--- config.mk ---
export PLATFORM = sky130hd
export DESIGN_NAME = pc_return_stack
export DESIGN_NICKNAME = d
export VERILOG_FILES = /design/src/rtl/pc_return_stack_pkg.sv /design/src/rtl/pc_return_stack_mem.sv /design/src/rtl/pc_return_stack.sv
export SDC_FILE = /design/constraint.sdc
export NUM_CORES = 1
export LEC_CHECK = 0
export BUFFER_PORTS_ARGS = -buffer_cell sky130_fd_sc_hd__buf_2
export CORE_ASPECT_RATIO = 1.1
export CORE_UTILIZATION = 50
export CTS_BUF_LIST = sky130_fd_sc_hd__clkbuf_8
export DETAILED_ROUTE_END_ITERATION = 7
export GPL_TIMING_DRIVEN = 0
export PLACE_DENSITY = 0.7
export SLEW_MARGIN = 20
export SYNTH_ARGS = -nofsm -noshare
export SYNTH_HDL_FRONTEND = slang
export SYNTH_SLANG_ARGS = --single-unit
--- constraint.sdc ---
create_clock -name CLK -period 6.51 [get_ports CLK]
set_input_delay 1.302 -clock CLK [delete_from_list [all_inputs] [get_ports CLK]]
set_output_delay 1.302 -clock CLK [all_outputs]
set_load 0.02 [all_outputs]
--- src/rtl/pc_return_stack_pkg.sv ---
// rat_pkg: shared definitions for the return-address stack and its neighbours.
//   pc_src_t    - encoding of the PC_MUX_SEL next-address source select
//   PC_W        - program-memory address width
//   INTR_VECTOR - fixed interrupt entry address
package rat_pkg;

  localparam int unsigned PC_W = 10;
  localparam logic [PC_W-1:0] INTR_VECTOR = 10'h3FF;

  typedef enum logic [1:0] {
    PC_SRC_IMMED = 2'd0,
    PC_SRC_STACK = 2'd1,
    PC_SRC_INTR  = 2'd2,
    PC_SRC_RSVD  = 2'd3
  } pc_src_t;

endpackage

--- src/rtl/pc_return_stack_mem.sv ---
// return_stack_mem: DEPTH x PC_W register array backing the return stack.
//   clk   - write clock
//   we    - write enable
//   waddr - write address
//   wdata - write data
//   raddr - asynchronous read address
//   rdata - asynchronous read data
// Contents are intentionally not reset.
module return_stack_mem #(
  parameter int unsigned DEPTH = 8,
  parameter int unsigned PC_W  = 10
) (
  input  logic                     clk,
  input  logic                     we,
  input  logic [$clog2(DEPTH)-1:0] waddr,
  input  logic [PC_W-1:0]          wdata,
  input  logic [$clog2(DEPTH)-1:0] raddr,
  output logic [PC_W-1:0]          rdata
);

  logic [PC_W-1:0] mem [DEPTH];

  always_ff @(posedge clk) begin
    if (we) begin
      mem[waddr] <= wdata;
    end
  end

  assign rdata = mem[raddr];

endmodule

--- src/rtl/pc_return_stack.sv ---
// pc_return_stack: next-address selection for the program counter plus a
// hardware return-address LIFO for CALL/RET and interrupt entry.
//   CLK, RST    - clock, synchronous active-high reset
//   PC_COUNT    - current program-counter value (return address = PC_COUNT+1)
//   IMMED       - branch/call target
//   PC_MUX_SEL  - 0 immediate, 1 top of stack, 2 interrupt vector, 3 zero
//   PUSH, POP   - stack operations for this cycle (both = overwrite top)
//   PC_DIN      - combinational address to the program counter
//   EMPTY, FULL, DEPTH_CNT - occupancy, derived from the stack pointer only
//   OVF_ERR, UNF_ERR       - sticky overflow / underflow flags
module pc_return_stack
  import rat_pkg::*;
#(
  parameter int unsigned DEPTH = 8,
  parameter int unsigned PC_W  = rat_pkg::PC_W
) (
  input  logic                       CLK,
  input  logic                       RST,
  input  logic [PC_W-1:0]            PC_COUNT,
  input  logic [PC_W-1:0]            IMMED,
  input  logic [1:0]                 PC_MUX_SEL,
  input  logic                       PUSH,
  input  logic                       POP,
  output logic [PC_W-1:0]            PC_DIN,
  output logic                       EMPTY,
  output logic                       FULL,
  output logic [$clog2(DEPTH+1)-1:0] DEPTH_CNT,
  output logic                       OVF_ERR,
  output logic                       UNF_ERR
);

  localparam int unsigned CNT_W = $clog2(DEPTH + 1);
  localparam int unsigned AW    = $clog2(DEPTH);

  logic [CNT_W-1:0] sp;
  logic [CNT_W-1:0] sp_next;
  logic             ovf;
  logic             unf;
  logic             ovf_set;
  logic             unf_set;
  logic             we;
  logic [AW-1:0]    waddr;
  logic [AW-1:0]    top_addr;
  logic [PC_W-1:0]  ret_addr;
  logic [PC_W-1:0]  top_data;
  pc_src_t          src;

  assign EMPTY     = (sp == '0);
  assign FULL      = (sp == CNT_W'(DEPTH));
  assign DEPTH_CNT = sp;
  assign OVF_ERR   = ovf;
  assign UNF_ERR   = unf;

  // sp counts valid entries, so the top lives one below it.
  assign top_addr = AW'(sp - CNT_W'(1));
  // Natural PC_W-bit wrap gives 0x3FF + 1 = 0x000.
  assign ret_addr = PC_COUNT + PC_W'(1);

  always_comb begin
    we      = 1'b0;
    waddr   = AW'(sp);
    sp_next = sp;
    ovf_set = 1'b0;
    unf_set = 1'b0;
    unique case ({PUSH, POP})
      2'b11: begin
        if (EMPTY) begin
          // Nothing to return from: degrade to a plain push, flag underflow.
          we      = 1'b1;
          sp_next = sp + CNT_W'(1);
          unf_set = 1'b1;
        end else begin
          // Return-and-call: replace the top entry in place.
          we    = 1'b1;
          waddr = top_addr;
        end
      end
      2'b10: begin
        if (FULL) begin
          ovf_set = 1'b1;
        end else begin
          we      = 1'b1;
          sp_next = sp + CNT_W'(1);
        end
      end
      2'b01: begin
        if (EMPTY) begin
          unf_set = 1'b1;
        end else begin
          sp_next = sp - CNT_W'(1);
        end
      end
      default: ;
    endcase
  end

  always_ff @(posedge CLK) begin
    if (RST) begin
      sp  <= '0;
      ovf <= 1'b0;
      unf <= 1'b0;
    end else begin
      sp  <= sp_next;
      ovf <= ovf | ovf_set;
      unf <= unf | unf_set;
    end
  end

  return_stack_mem #(
    .DEPTH (DEPTH),
    .PC_W  (PC_W)
  ) u_mem (
    .clk   (CLK),
    .we    (we & ~RST),
    .waddr (waddr),
    .wdata (ret_addr),
    .raddr (top_addr),
    .rdata (top_data)
  );

  assign src = pc_src_t'(PC_MUX_SEL);

  always_comb begin
    PC_DIN = '0;
    unique case (src)
      PC_SRC_IMMED: PC_DIN = IMMED;
      PC_SRC_STACK: PC_DIN = EMPTY ? '0 : top_data;
      PC_SRC_INTR:  PC_DIN = PC_W'(INTR_VECTOR);
      PC_SRC_RSVD:  PC_DIN = '0;
      default:      PC_DIN = '0;
    endcase
  end

endmodule

==> results of run 1 <==
[cell usage after synthesis (3+ instances only)]
| cell type | instances | area, um2 |
|---|---|---|
| edfxtp_1 | 80 | 2400 |
| nor2_1 | 24 | 90.1 |
| mux4_2 | 14 | 315 |
| o21ai_0 | 12 | 60.1 |
| a22oi_1 | 10 | 75.1 |
| nand2_1 | 9 | 33.8 |
| nand3_1 | 7 | 35.0 |
| a31oi_1 | 6 | 37.5 |
| dfxtp_1 | 6 | 120 |
| inv_1 | 6 | 22.5 |
| mux4_1 | 6 | 158 |
| xnor2_1 | 6 | 52.6 |
| a21oi_1 | 4 | 20.0 |
| buf_6 | 4 | 45.0 |
| xor2_1 | 4 | 35.0 |
| buf_4 | 3 | 22.5 |
| ha_1 | 3 | 37.5 |
[state kept, by name, summed over array words and instances, names as in the netlist]
signal	count
OVF_ERR	1
u_mem.mem	80
DEPTH_CNT	4
UNF_ERR	1
[layer usage]
metal,wire [um],up-vias,share of wire
met5,0,-,0
met4,119,0,0.016
met3,591,10,0.077
met2,3850,85,0.50
met1,3080,1100,0.40
li1,-,1045,-
[worst paths after layout]
| kind | to | cells after the start | startpoint | slack [ns] |
|---|---|---|---|---|
| worst max-delay path | PC_DIN[9] | 10 | DEPTH_CNT[0] | 2.06 |
| worst min-delay path | OVF_ERR | 2 | OVF_ERR | 0.48 |
| worst max register to register | u_mem.mem[1][2] | 9 | DEPTH_CNT[0] | 3.03 |
| worst min register to register | OVF_ERR | 2 | OVF_ERR | 0.48 |
[critical path: stages, from the launching register on]
cell and delay (ns):
dfxtp_1 0.38, buf_6 0.20, buf_4 0.21, inv_1 0.13, ha_1 0.23, buf_6 0.13
nor2b_4 0.14, nor3b_2 0.78, a22oi_1 0.28, o21ai_0 0.13, buf_2 0.18
[through the flow]
| stage | worst slack [ns] | area [um2] | hold WS (ns) |
|---|---|---|---|
| detailed placement | 2.33 | 4140 | 0.458 |
| global placement | 2.36 | 4140 | 0.441 |
| finish | 2.06 | 4330 | 0.479 |
| global route | 1.87 | 4330 | 0.534 |
| floorplan | 2.85 | 3820 | 0.567 |
| CTS | 2.04 | 4320 | 0.481 |
[cell type report]
class,count,area (um2)
plain buffers,12,98.8
clock buffers,9,124
clock inverters,7,56.3
fillers,591,3110
inverters,6,22.5
multi-input cells,132,1180
flip-flops and latches,86,2520
well taps,87,109
repair buffers,42,210
[kinds of logic after synthesis]
group                    count (synthesis)
flip-flops                              86
AND/OR/NAND/NOR                         58
AO/OA/AOI/OAI                           38
multiplexers                            23
buffers and inverters                   18
XOR/XNOR                                10
adder cells (fa/ha/maj)                  3
[cells in the final DEF (no fill, tap or decap), types with 3 or more instances in the layout]
cell and count:
a21oi_1 4, a22oi_1 10, a31oi_1 6, buf_2 44
buf_4 3, buf_6 4, clkbuf_8 9, dfxtp_1 6
edfxtp_1 80, ha_1 3, inv_1 7, inv_6 3
mux4_1 6, mux4_2 14, nand2_1 9, nand3_1 7
nor2_1 21, nor2_2 3, o21ai_0 12, xnor2_1 6
xor2_1 4
[report_power, final]
part	switching, uW	total [uW]	leakage, uW	internal [uW]
logic	174	311	0.000622	136
clock network	201	345	0.0000900	144
registers	9.05	640	0.000772	631
total	385	1300	0.00148	911
==> impl_metrics.ini, run 1 <==
[status]
status = finished, final reports clean

[routing]
drt_wl_total_um = 7630
antenna_left = 0
drt_iter0_markers = 126
wl_per_cell_um = 20.0
dr_total_vias = 2240
via_per_inst = 5.88
dr.pass1.iters = 5
post-route-drc-count = 0

[yosys]
synthCells = 236
synth_compound_area_frac = 0.0642
synthMuxAreaShare = 0.132
yosys_warnings = 0
avgSynthCellArea_um2 = 16.2
synthAdderAreaFrac = 0.00983
synthSimpleGateAreaFrac = 0.0789
synthesis.area_mm2 = 0.00382
synth_top_family_by_area = multiplexers
ys.flop_type = edfxtp_1
synth-edff-count = 80
ys_ff_latch = 86
synth_fp_nets = 265
synthArstFlopShare = 0
ys_seq_area_frac = 0.660
yosysUniqueCellTypes = 42
synth_xor_area_frac = 0.0229

[timing]
rsz0062_at_grt = no
fin_crit_sh = 0.683
finalHoldViolations = 0
finalSetupViolCount = 0
layout_min_cycle_time_ns = 4.45
worstMarginPinSlew_ns = 1.08
tns_ns = 0
max_freq_mhz = 225
skew_ns = 0.0101
finalMaxSlewViolations = 0
maxSlewHeadroom = 0.276

[global_routing]
grt_use_met2 = 0.344
antenna_found_initial = 0
grt_pass1_wl_um = 11800
grt.met3_usage = 0.0378
gr-usage-met1 = 0.275
grt-busiest-layer = met2
grt_pass1_vias = 2212
grtUsageTotal = 0.210
grt_max_degree = 17
gr-total-overflow = 0

[worst_setup_path]
start_kind = flip-flop
crit_arrival_ns = 3.15
crit_required_ns = 5.21
criticalPathCategory = flip-flop to primary output
worst_setup_path_end_kind = primary output
crit_fanout = 10

[floorplanning]
fp.dieArea_mm2 = 0.00799
start_util = 0.514
fp-row-count = 33
io_pins = 44
die_x_um = 85.3
coreArea_mm2 = 0.00743
dieHeight_um = 93.7

[power]
power_uw = 1300
vdd_drop_max_uv = 150
total_leakage_power_uw = 0.00148
power_density_mw_per_mm2 = 300

[place]
dp_hpwl_um = 4950
portBuffers = 42
place.gp.congestion = 0.771
dp_cells = 365

[layout]
antenna_cells = 0
syn2layout_area_growth_pct = 13.3
utilization = 0.582
stdcell_count = 381
drive_gt1_frac = 0.306
final_nets = 318

[clocking]
cts_tree = built
clk_latency_ns = 0.35
ctsResizeCount = 0
root_buffer = clkbuf_8
numCtsBuffers = 9
clockBufferDepth = 2
cts.clk_slew.worst_paths_ns = 0.09
cts_hold_buffers = 0
htree_levels = 3
cts_setup_buffers = 0
cts.sinks = 86

[run]
maxCapViolCount = 0

[hold_path]
hp-class = flip-flop to flip-flop
No activity file was read; power rests on OpenSTA's default activity.
==> run 2: changes to the inputs <==
==> constraint.sdc (replaced) <==
create_clock -name CLK -period 4.1 [get_ports CLK]
set_input_delay 0.82 -clock CLK [delete_from_list [all_inputs] [get_ports CLK]]
set_output_delay 0.82 -clock CLK [all_outputs]
set_load 0.02 [all_outputs]
==> impl_metrics.ini, run 2 (synthesis results as in run 1) <==
[clocking]
numCtsBuffers = 9
clockBufferDepth = 2
cts_hold_buffers = 0
clk_latency_ns = 0.35
ctsResizeCount = 0
htree_levels = 3
root_buffer = clkbuf_8
cts_setup_buffers = 0
cts_tree = built
cts.sinks = 86
cts.clk_slew.worst_paths_ns = 0.09

[timing]
worstMarginPinSlew_ns = 1.07
finalSetupViolCount = 0
rsz0062_at_grt = no
max_freq_mhz = 256
tns_ns = 0
skew_ns = 0.00952
maxSlewHeadroom = 0.286
layout_min_cycle_time_ns = 3.91
finalHoldViolations = 0
finalMaxSlewViolations = 0
fin_crit_sh = 0.954

[layout]
top_register = u_mem.mem
syn2layout_area_growth_pct = 13.2
antenna_cells = 0
drive_gt1_frac = 0.307
final_cell_mix = edfxtp_1, buf_2, nor2_1
largest_reg_flops = 80
final_nets = 317
utilization = 0.582
layout_commonest_cell = edfxtp_1

[worst_setup_path]
path_cells = buf_6 -> buf_4 -> inv_1 -> ha_1 -> buf_6 -> nor2b_4 -> nor3b_2 -> a22oi_1 -> o21ai_0 -> buf_2
crit_fanout = 10
cp-startpoint = DEPTH_CNT[0]
cp-endpoint = PC_DIN[9]
start_kind = flip-flop
worst_setup_path_end_kind = primary output
rrSetupSlack_ns = 0.96
cp_slowest_cell = nor3b_2
r2r_start = DEPTH_CNT[0]
criticalPathCategory = flip-flop to primary output
crit_required_ns = 3.28
path_common_cell = buf_6
crit_arrival_ns = 3.09
cp.depth = 10
rr_endpoint = u_mem.mem[1][2]
path_buf_inv = 5
cpPeakStageDelay_ns = 0.72
reg2reg_depth = 9
cp_top_family = simple AND/OR/NAND/NOR gates

[power]
vdd_drop_max_uv = 236
total_leakage_power_uw = 0.00148
power_density_mw_per_mm2 = 474

[global_routing]
grt_pass1_vias = 2212
antenna_found_initial = 0
gr-total-overflow = 0
grtUsageTotal = 0.210
grt_pass1_wl_um = 11800
grt_max_degree = 17

[place]
portBuffers = 42
dp_hpwl_um = 4950
place.gp.congestion = 0.771

[routing]
antenna_left = 0
drt_wl_total_um = 7590
via_per_inst = 5.89
drt_iter0_markers = 128
wl_per_cell_um = 20.0
post-route-drc-count = 0
dr.pass1.iters = 4
dr_total_vias = 2237

[hold_path]
min-delay-start = OVF_ERR
hp-class = flip-flop to flip-flop

[run]
maxCapViolCount = 0

[status]
status = finished, final reports clean

[floorplanning]
coreArea_mm2 = 0.00743
io_pins = 44
fp.dieArea_mm2 = 0.00799
start_util = 0.514
fp-row-count = 33
die_x_um = 85.3
dieHeight_um = 93.7
-- run 2: cell count changes in the layout (fill, tap and decap cells not counted), sizes merged --
cell,previous run,this run
clkbuf,10,9
-- run 2: how the worst min path moves through the flow --
stage                          to  slack, ns  depth (start not counted)
after floorplan           UNF_ERR       0.57                          2
after global placement    OVF_ERR       0.44                          2
after detailed placement  UNF_ERR       0.46                          2
after CTS                 UNF_ERR       0.48                          2
after global routing      OVF_ERR       0.53                          2
final                     OVF_ERR       0.48                          2
-- run 2: power by group --
part	internal, uW	switching (uW)
logic	215	273
clock network	228	317
registers	1000	14.5
-- run 2: layer usage --
layer,track usage,vias to the layer above,share of wire
met2,0.344,78,0.51
li1,-,1042,-
met4,0.100,0,0.018
met3,0.0378,12,0.067
met1,0.275,1105,0.41
met5,0,-,0
-- run 2: stage by stage --
stage / setup slack (ns) / total power (uW) / cells / hold slack (ns) / area (um2)
global route: 0.0181 / 2140 / 380 / 0.534 / 4320
detailed placement: 0.528 / 1530 / 365 / 0.458 / 4140
global placement: 0.588 / 1520 / 365 / 0.441 / 4140
finish: 0.190 / 2050 / 380 / 0.479 / 4320
CTS: 0.115 / 2070 / 381 / 0.481 / 4320
floorplan: 0.918 / 1400 / 236 / 0.567 / 3820
-- run 2: final cells by class --
cell class                 count  area (um2)
sequential                    86        2520
inverter                       6        22.5
tap                           87         109
multi-input combinational    132        1180
timing repair buffer          42         210
clock buffer                   9         124
clock inverter                 7        56.3
buffer                        11        95.1
fill                         591        3110
-- run 2: tightest hold or removal path: cells and delay by family (launching register included) --
kind / cells / cell delay (ns)
flops: 1 / 0.34
simple gates: 1 / 0.07
compound gates: 1 / 0.04
==> run 3: changes to the inputs <==
--- a/config.mk
+++ b/config.mk
@@ -6,13 +6,14 @@
 export NUM_CORES = 1
 export LEC_CHECK = 0
 export BUFFER_PORTS_ARGS = -buffer_cell sky130_fd_sc_hd__buf_2
-export CORE_ASPECT_RATIO = 1.1
 export CORE_UTILIZATION = 50
 export CTS_BUF_LIST = sky130_fd_sc_hd__clkbuf_8
 export DETAILED_ROUTE_END_ITERATION = 7
 export GPL_TIMING_DRIVEN = 0
+export MAX_ROUTING_LAYER = met4
 export PLACE_DENSITY = 0.7
 export SLEW_MARGIN = 20
 export SYNTH_ARGS = -nofsm -noshare
 export SYNTH_HDL_FRONTEND = slang
+export SYNTH_HIERARCHICAL = 1
 export SYNTH_SLANG_ARGS = --single-unit
==> impl_metrics.ini, run 3 <==
[timing]
fin_crit_sh = 0.958
layout_min_cycle_time_ns = 3.93
worstMarginPinSlew_ns = 1.07
rsz0062_at_grt = no
tns_ns = 0
max_freq_mhz = 255
finalHoldViolations = 0
maxSlewHeadroom = 0.282
layout_setup_ws_ns = 0.173
finalSetupViolCount = 0
finalMaxSlewViolations = 0
skew_ns = 0.00665

[global_routing]
grt_pass1_vias = 2124
gr-total-overflow = 0
grt-busiest-layer = met2
gr-usage-met1 = 0.284
grtUsageTotal = 0.210
grt.met3_usage = 0.0448
grt_max_degree = 16
grt_use_met2 = 0.310
grt_pass1_wl_um = 12000
antenna_found_initial = 0

[floorplanning]
start_util = 0.526
io_pins = 44
fp-row-count = 31
fp.dieArea_mm2 = 0.00812
dieHeight_um = 90.1
die_x_um = 90.1
coreArea_mm2 = 0.00737

[yosys]
yosys_warnings = 6
synth_area_leaders = edfxtp_1, mux4_1, mux2_2, dfxtp_1, nor2_1
synth_top_area_frac = 0.619
synth_fp_nets = 272
ys.flop_type = edfxtp_1
yosysMostFrequentCell = edfxtp_1
yosysTopAreaCell = edfxtp_1
ys_seq_area_frac = 0.650
yosysUniqueCellTypes = 35
ys_ff_latch = 86
synthArstFlopShare = 0
synth-edff-count = 80
synthesis.area_mm2 = 0.00388
avgSynthCellArea_um2 = 16.0
synth_commonest_cells = edfxtp_1, nor2_1, mux4_1, nand2_1, a21oi_1
synthCells = 243

[layout]
fillers = 589
top_register = u_mem/mem
final_nets = 327
antenna_cells = 0
stdcell_count = 402
drive_gt1_frac = 0.274
layout_commonest_cell = edfxtp_1
largest_reg_flops = 80
syn2layout_area_growth_pct = 14.1
final_cell_mix = edfxtp_1, buf_2, nand2_1, mux4_1, nor2_1
utilization = 0.601

[routing]
drt_iter0_markers = 136
dr.pass1.iters = 4
post-route-drc-count = 0
drt_wl_total_um = 7760
antenna_left = 0
dr_total_vias = 2248
via_per_inst = 5.59
wl_per_cell_um = 19.3

[power]
internal-power_uw = 1480
clkPwrFrac = 0.247
vdd_drop_max_uv = 205
p_sw_uw = 633
p_comb_frac = 0.271
power_uw = 2120
total_leakage_power_uw = 0.00160
power_density_mw_per_mm2 = 478
switching_share = 0.299
seqPwrFrac = 0.482

[worst_setup_path]
start_kind = flip-flop
crit_arrival_ns = 3.11
crit_fanout = 10
crit_required_ns = 3.28
criticalPathCategory = flip-flop to primary output
worst_setup_path_end_kind = primary output

[place]
dp_hpwl_um = 4960
dp_cells = 386
pre_cts_ws_ns = 0.577
portBuffers = 42
place.gp.congestion = 0.771

[clocking]
cts_tree = built
root_buffer = clkbuf_8
cts.clk_slew.worst_paths_ns = 0.09
cts_hold_buffers = 0
numCtsBuffers = 9
clk_latency_ns = 0.35
cts_setup_buffers = 0
htree_levels = 3
cts.sinks = 86
clockBufferDepth = 2

[hold_path]
hp-class = flip-flop to flip-flop

[run]
maxCapViolCount = 0

[status]
status = finished, final reports clean
-- run 3: cell types whose count changed after synthesis, sizes merged, moves of 5 or more --
cell	previous run	this run
nand2	9	20
a21oi	5	15
a22oi	10	0
mux2	1	11
o21ai	12	4
a31oi	6	1
-- run 3: final timing paths --
path	slack, ns	cells past startpoint	startpoint	endpoint
worst min register to register	0.47	2	UNF_ERR	UNF_ERR
worst max-delay path	0.17	10	DEPTH_CNT[0]	PC_DIN[1]
worst min-delay path	0.47	2	UNF_ERR	UNF_ERR
worst max register to register	0.88	8	DEPTH_CNT[0]	u_mem/mem[1][6]
-- run 3: what timing repair did --
item                       CTS  global route
setup endpoints to repair    0             1
gates resized for setup      0             1
hold endpoints to repair     0             0
-- run 3: critical path, stage by stage (launching register included) --
cell	delay (ns)
dfxtp_1	0.46
inv_1	0.16
ha_1	0.22
buf_4	0.16
xor2_1	0.16
buf_1	0.58
mux4_1	0.41
mux2_2	0.28
nand2_1	0.07
a21oi_1	0.07
buf_2	0.19
-- run 3: logic make-up after synthesis --
kind of cell | synth area share
simple gates | 0.0842
xor+xnor | 0.0271
compound gates | 0.0326
mux | 0.175
flops | 0.650
fa+ha+maj | 0.00968
buf+inv | 0.0213
-- run 3: cell type report --
class,count,area (um2),share of cell area
well taps,99,124,0.0280
repair buffers,44,229,0.0517
multi-input cells,141,1290,0.293
clock buffers,9,124,0.0280
inverters,5,18.8,0.00424
flip-flops and latches,86,2520,0.570
clock inverters,7,48.8,0.0110
plain buffers,11,63.8,0.0144
-- run 3: metrics by stage --
| step | area, um2 | hold WS [ns] |
|---|---|---|
| 2_1_floorplan | 3880 | 0.567 |
| 3_3_place_gp | 4210 | 0.450 |
| 3_5_place_dp | 4250 | 0.452 |
| 4_1_cts | 4420 | 0.473 |
| 5_1_grt | 4430 | 0.526 |
| 6_report | 4430 | 0.467 |
-- run 3: metal layers --
layer  wire length (um)  share of wire
met1               3670           0.47
met2               3570           0.46
met3                385          0.050
met4                138          0.018
met5                  0              0
-- run 3: power by group through the flow --
| stage | Sequential, uW | Clock (uW) | Combinational, uW |
|---|---|---|---|
| floorplan | 1050 | 0 | 404 |
| global placement | 1040 | 0 | 556 |
| detailed placement | 1040 | 0 | 572 |
| CTS | 1020 | 535 | 575 |
| global route | 1020 | 572 | 618 |
| finish | 1020 | 523 | 573 |
